File: src/rtl/morse_sequencer.sv
// morse_sequencer: ASCII characters to Morse on/off keying with unit-based timing.
// Define MORSE_LOWERCASE_EN to accept 'a'-'z' as aliases of 'A'-'Z'.
module morse_sequencer #(
    parameter int UNIT_CYCLES = 1_440_000
) (
    input  logic       clk_24,
    input  logic       rst_n,
    input  logic [7:0] char_data,
    input  logic       char_valid,
    output logic       char_ready,
    output logic       key,
    output logic       busy
);
    localparam int CW = $clog2(4*UNIT_CYCLES+1);
    localparam logic [CW-1:0] U1 = CW'(UNIT_CYCLES-1);
    localparam logic [CW-1:0] U3 = CW'(3*UNIT_CYCLES-1);
    localparam logic [CW-1:0] U4 = CW'(4*UNIT_CYCLES-1);
    typedef enum logic [2:0] {IDLE, MARK, SPACE, CHAR_GAP, WORD_GAP} state_t;
    state_t state;
    logic [CW-1:0] cnt;
    logic [4:0] pat, lu_pat;
    logic [2:0] len, lu_len;
    logic [7:0] c;
    logic lu_ok;
    assign busy = state != IDLE;
    assign char_ready = state == IDLE;
    // Patterns are left-aligned: bit 4 is the first element, 1 = dash.
    always_comb begin
`ifdef MORSE_LOWERCASE_EN
        c = (char_data >= 8'h61 && char_data <= 8'h7A) ? char_data - 8'h20 : char_data;
`else
        c = char_data;
`endif
        lu_ok = 1'b1;
        lu_len = 3'd5;
        lu_pat = 5'b00000;
        case (c)
            8'h30: lu_pat = 5'b11111;
            8'h31: lu_pat = 5'b01111;
            8'h32: lu_pat = 5'b00111;
            8'h33: lu_pat = 5'b00011;
            8'h34: lu_pat = 5'b00001;
            8'h35: lu_pat = 5'b00000;
            8'h36: lu_pat = 5'b10000;
            8'h37: lu_pat = 5'b11000;
            8'h38: lu_pat = 5'b11100;
            8'h39: lu_pat = 5'b11110;
            8'h41: {lu_len, lu_pat} = {3'd2, 5'b01000};
            8'h42: {lu_len, lu_pat} = {3'd4, 5'b10000};
            8'h43: {lu_len, lu_pat} = {3'd4, 5'b10100};
            8'h44: {lu_len, lu_pat} = {3'd3, 5'b10000};
            8'h45: {lu_len, lu_pat} = {3'd1, 5'b00000};
            8'h46: {lu_len, lu_pat} = {3'd4, 5'b00100};
            8'h47: {lu_len, lu_pat} = {3'd3, 5'b11000};
            8'h48: {lu_len, lu_pat} = {3'd4, 5'b00000};
            8'h49: {lu_len, lu_pat} = {3'd2, 5'b00000};
            8'h4A: {lu_len, lu_pat} = {3'd4, 5'b01110};
            8'h4B: {lu_len, lu_pat} = {3'd3, 5'b10100};
            8'h4C: {lu_len, lu_pat} = {3'd4, 5'b01000};
            8'h4D: {lu_len, lu_pat} = {3'd2, 5'b11000};
            8'h4E: {lu_len, lu_pat} = {3'd2, 5'b10000};
            8'h4F: {lu_len, lu_pat} = {3'd3, 5'b11100};
            8'h50: {lu_len, lu_pat} = {3'd4, 5'b01100};
            8'h51: {lu_len, lu_pat} = {3'd4, 5'b11010};
            8'h52: {lu_len, lu_pat} = {3'd3, 5'b01000};
            8'h53: {lu_len, lu_pat} = {3'd3, 5'b00000};
            8'h54: {lu_len, lu_pat} = {3'd1, 5'b10000};
            8'h55: {lu_len, lu_pat} = {3'd3, 5'b00100};
            8'h56: {lu_len, lu_pat} = {3'd4, 5'b00010};
            8'h57: {lu_len, lu_pat} = {3'd3, 5'b01100};
            8'h58: {lu_len, lu_pat} = {3'd4, 5'b10010};
            8'h59: {lu_len, lu_pat} = {3'd4, 5'b10110};
            8'h5A: {lu_len, lu_pat} = {3'd4, 5'b11000};
            default: lu_ok = 1'b0;
        endcase
    end
    always_ff @(posedge clk_24) begin
        if (!rst_n) begin
            state <= IDLE;
            key <= 1'b0;
            cnt <= '0;
            pat <= '0;
            len <= '0;
        end else begin
            case (state)
                IDLE:
                    if (char_valid && lu_ok) begin
                        state <= MARK;
                        key <= 1'b1;
                        pat <= lu_pat;
                        len <= lu_len;
                        cnt <= lu_pat[4] ? U3 : U1;
                    end else if (char_valid && char_data == 8'h20) begin
                        state <= WORD_GAP;
                        cnt <= U4;
                    end
                MARK:
                    if (cnt != '0) cnt <= cnt - 1'b1;
                    else begin
                        key <= 1'b0;
                        state <= (len == 3'd1) ? CHAR_GAP : SPACE;
                        cnt <= (len == 3'd1) ? U3 : U1;
                    end
                SPACE:
                    if (cnt != '0) cnt <= cnt - 1'b1;
                    else begin
                        state <= MARK;
                        key <= 1'b1;
                        pat <= pat << 1;
                        len <= len - 1'b1;
                        cnt <= pat[3] ? U3 : U1;
                    end
                default:
                    if (cnt != '0) cnt <= cnt - 1'b1;
                    else state <= IDLE;
            endcase
        end
    end
endmodule

File: config.mk
export PLATFORM = sky130hd
export DESIGN_NAME = morse_sequencer
export DESIGN_NICKNAME = d
export VERILOG_FILES = /design/src/rtl/morse_sequencer.sv
export SDC_FILE = /design/constraint.sdc
export NUM_CORES = 1
export LEC_CHECK = 0
export ABC_AREA = 1
export CAP_MARGIN = 20
export CORE_MARGIN = 5
export CORE_UTILIZATION = 63
export CTS_BUF_LIST = sky130_fd_sc_hd__clkbuf_4
export DETAILED_ROUTE_END_ITERATION = 10
export PLACE_DENSITY_LB_ADDON = 0.08
export SLEW_MARGIN = 25
export SYNTH_ARGS = -nofsm -noshare
export SYNTH_HDL_FRONTEND = slang
export SYNTH_SLANG_ARGS = --single-unit
File: constraint.sdc
create_clock -name clk_24 -period 2.5 [get_ports clk_24]
set_clock_uncertainty 0.05 [all_clocks]
set_input_delay 0.375 -clock clk_24 [delete_from_list [all_inputs] [get_ports clk_24]]
set_output_delay 0.375 -clock clk_24 [all_outputs]
set_load 0.01 [all_outputs]
Word level (Yosys, flattened, before mapping)
Cells that the tools add are included.
Widths: inputs -> output; s select.

cells by class
  add/sub/neg operators = 2
  equal/unequal tests = 45
  muxes and demuxes = 29
  reduce and logical (&&, ||, !) cells = 24

operators with widths
  cell                   number
  $eq 8x7->1 const B     26
  $mux 23                8
  $pmux 5 s18            1
  $eq 8x6->1 const B     11
  $pmux 23 s3            1
  $reduce_or 36->1       1
  $reduce_bool 23->1     1
  $sub 23x1->23 const B  1
  $mux 3                 7
  $pmux 3 s4             1
  $reduce_or 12->1       1
  $reduce_or 2->1        5
  $pmux 3 s3             1
  $mux 4                 2
  $pmux 4 s2             1
  $reduce_and 4->1       2
  $reduce_or 4->1        2
  $reduce_or 8->1        1
  $eq 3x1->1 const B     2
  $ne 2x2->1 const B     3
  $pmux 3 s2             1
  $reduce_bool 3->1      2
  $mux 1                 5
  $reduce_or 5->1        1
  other kinds (12)       13

storage, ports and cells
  flip-flop bits (word level) = 34
  output and inout port bits = 3
  word-level logic and storage cells = 105

Logic depth before layout (Yosys ltp)
  depth in word-level cells = 6
  mapped depth = 17

Worst setup path before layout
OpenSTA, ideal clock, no wires.

  path type = in2reg
  from = in char_data[7]
  to = reg len[1]
  library setup time = 0.113 ns
  arrival = 1.735 ns
  slack = 0.603 ns
  cell stages on the path = 17
  path buffers = 1
  cells stage by stage = inv_1 -> nand2_2 -> nor2_4 -> buf_6 -> nand2_1 -> nand2_1 -> inv_1 -> nand2_1 -> nor2_1 -> nand2_1 -> nand2_2 -> nand2_1 -> nand3_4 -> inv_4 -> nand2_1 -> nand2_1 -> nor2_1

on the way
  cells in the longest elaborated chain, start to end = 6

RTL lines
  item                                      RTL line  text
  start, declared                           8         input logic [7:0] char_data,
  $eq 8x7->1 or $eq 8x6->1 (tied branches)  37        case (c)
  $reduce_or 36->1 (no source line)         --
  $mux 1                                    37
  $logic_and 1x1->1                         87        if (char_valid && lu_ok) begin
  $ne 2x1->1 (no source line)               --
  $reduce_and 3->1 (no source line)         --
  end signal, assigned                      91        len <= lu_len;
  end signal, assigned                      110       len <= len - 1'b1;
  end, declared                             22        logic [2:0] len, lu_len;

Several ways; a longest one is shown, not always the timed one. The select of a mux whose other input is x is not followed.
A chain may end at the register's enable or synchronous reset.

Final worst setup path
  from = reg cnt[17]
  to = reg pat[1]

on the way
  cells in the longest elaborated chain, start to end = 3

RTL lines
  item                               RTL line  text
  start, declared                    20        logic [CW-1:0] cnt;
  start signal, assigned             92        cnt <= lu_pat[4] ? U3 : U1;
  start signal, assigned             98        if (cnt != '0) cnt <= cnt - 1'b1;
  start signal, assigned             102       cnt <= (len == 3'd1) ? U3 : U1;
  $reduce_bool 23->1                 105       if (cnt != '0) cnt <= cnt - 1'b1;
  $ne 2x2->1 (no source line)        --
  $reduce_and 3->1 (no source line)  --
  end signal, assigned               90        pat <= lu_pat;
  end signal, assigned               109       pat <= pat << 1;
  end, declared                      21        logic [4:0] pat, lu_pat;

No other way between the ends.

==> results.json <==
{
  "port-buffer-count": 13,
  "core_area_mm2": 0.004723,
  "critPathArrivalTime_ns": 2.58,
  "diodes": 0,
  "grt_max_degree": 21,
  "r2r-end": "pat[1]",
  "first_pass_iters": 6,
  "root_buffer": "clkbuf_4",
  "final_max_slew_viol_count": 0,
  "critPathLaunchType": "flip-flop",
  "top_layer": "met4",
  "finalCriticalPeriod_ns": 2.382,
  "worstPathRequired_ns": 2.69,
  "nFillCells": 412,
  "first_global_vias": 3755,
  "grt_use_total_pct": 32.94,
  "rrSetupSlack_ns": 0.12,
  "numCtsBuffers": 5,
  "ys_seq_elements": 34,
  "yosysTopAreaCellShare_pct": 22.14,
  "synth_area_leaders": "dfxtp_1, nand2_1, nor2_1",
  "wl_per_cell_um": 14.69,
  "worst_slack_ns": 0.1181,
  "ant_nets": 0,
  "slew_headroom_pct": 42.42,
  "synthesis.area_mm2": 0.003074,
  "power_density_mw_per_mm2": 1307,
  "fp-row-count": 25,
  "overflow": 0,
  "die_h_um": 79.86,
  "p_total_w": 0.004880,
  "clkSinkCount": 34,
  "area_growth_pct": 21.41,
  "fin_util_pct": 79.02,
  "finalHoldViolations": 0,
  "grt_first_pass_wirelength_um": 16580,
  "wirelength_um": 10090,
  "layout_common_cells": "nand2_1, nor2_1, buf_4",
  "dpl.hpwl_um": 7876,
  "synth_cells": 550,
  "cts.repair.resized": 0,
  "ys_seq_area_share_pct": 22.14,
  "rr_startpoint": "cnt[17]",
  "vdd_ir_drop_max_uv": 647.8,
  "route.met3.wl_um": 810,
  "setup_viol": 0,
  "drt-vias-per-instance": 5.774,
  "hold_path.class": "reg -> reg",
  "synth_edf_count": 0,
  "drv_cap": 0,
  "ios": 14,
  "place_ws_ns": -0.1679,
  "first_iter_violations": 384,
  "fmax_ghz": 0.4198,
  "nets": 634,
  "worst_pin_slew_ns": 0.8606,
  "cts-hold-fix-buffers": 0,
  "wl_met2_um": 4810,
  "synth_ff_type": "dfxtp_1",
  "num_vias": 3967,
  "setup_tns_ns": 0,
  "yosys_warnings": 0,
  "startpoint": "cnt[17]",
  "netlist-cell-type-count": 36,
  "cp_max_fo": 8,
  "syn-num-nets": 565,
  "clk_pin_slew_ns": 0.12,
  "drt-met1-wl_um": 3837,
  "dieArea_mm2": 0.006377,
  "drc_errors": 0,
  "layout_commonest_cell": "nand2_1",
  "fp.dieW_um": 79.86,
  "place.gp.congestion": 1.065,
  "synthArstFlopShare_pct": 0,
  "drive_gt1_share_pct": 14.03,
  "crit_path_end_kind": "flip-flop",
  "avgSynthCellArea_um2": 5.589,
  "leakage_nw": 1.926,
  "clockBufferDepth": 2,
  "yosysTopAreaCell": "dfxtp_1",
  "status": "finished, final reports clean",
  "reg2reg_depth": 10,
  "crit_path_end": "pat[1]",
  "post-route-period-util_pct": 95.28,
  "initial_utilization_pct": 65.09,
  "critPathKind": "reg -> reg",
  "rsz0062_at_grt": "no",
  "cts-htree-levels": 2,
  "hold_ws_ns": 0.4247,
  "antenna_found_initial": 0,
  "cts_setup_buffers": 0,
  "clk_latency_ns": 0.34,
  "cts_tree": "done"
}
==> cells by family after synthesis <==
family | share of synthesized area (%)
AOI/OAI and AO/OA | 12.17
xor gates and xnor gates | 3.419
adders and majority gates | 1.628
buffers and inverters | 9.727
DFF | 22.14
muxes | 0.3256
and+or+nand+nor | 50.59
==> critical path, stage by stage (launching register included) <==
cell and delay [ns]:
dfxtp_1 0.38, nor2_1 0.27, nand2_1 0.16, nor3_1 0.21, nand3_2 0.20, nand2_1 0.17
inv_1 0.09, nor2_2 0.29, nand3_4 0.17, o21ai_0 0.23, nor2_1 0.06
==> state kept, by name, indices dropped and copies added, names as in the netlist <==
| register | cells |
|---|---|
| cnt | 23 |
| key | 1 |
| len | 3 |
| pat | 4 |
| state | 3 |
==> cell usage after synthesis, types with 3 or more instances <==
cell        n
nand2_1   172
nor2_1     93
inv_1      56
nand3_1    45
a21oi_1    34
dfxtp_1    34
o21ai_0    24
nand4_1    13
nor3_1     13
xor2_1      9
clkbuf_1    6
o22ai_1     6
buf_6       4
ha_1        4
nand2_2     4
nor2_2      4
xnor2_1     3
==> metrics by stage <==
stage               cells  cell area [µm²]
global route          687             3732
global placement      678             3672
detailed placement    678             3672
CTS                   686             3726
finish                687             3732
floorplan             550             3074
==> where the power goes <==
group | total [W] | internal (W) | switching, W
logic | 0.00358 | 0.00124 | 0.00234
registers | 0.000988 | 0.000771 | 0.000217
clock network | 0.000316 | 0.000105 | 0.000211
==> how the worst min path moves through the flow <==
stage	slack (ns)	end	cells after the start	startpoint
after floorplan	0.39	pat[0]	2	pat[0]
after global placement	0.40	pat[0]	2	pat[0]
after detailed placement	0.41	key	2	key
after CTS	0.43	key	2	key
after global routing	0.45	key	2	key
final	0.42	key	2	key
==> routing by layer <==
layer / GRT usage, % / up-vias
met2: 58.26 / 260
li1: - / 1919
met4: 21.11 / 0
met5: 0 / -
met3: 5.530 / 76
met1: 36.09 / 1712
==> layout make-up <==
cell class,instances,area [µm²],share of cell area (%)
well taps,67,83.83,2.246
flip-flops and latches,34,680.7,18.24
clock inverters,3,16.27,0.4358
multi-input cells,446,2101,56.29
repair buffers,72,585.6,15.69
clock buffers,5,37.54,1.006
inverters,60,227.7,6.101
Power figures use the tool's default switching activity.
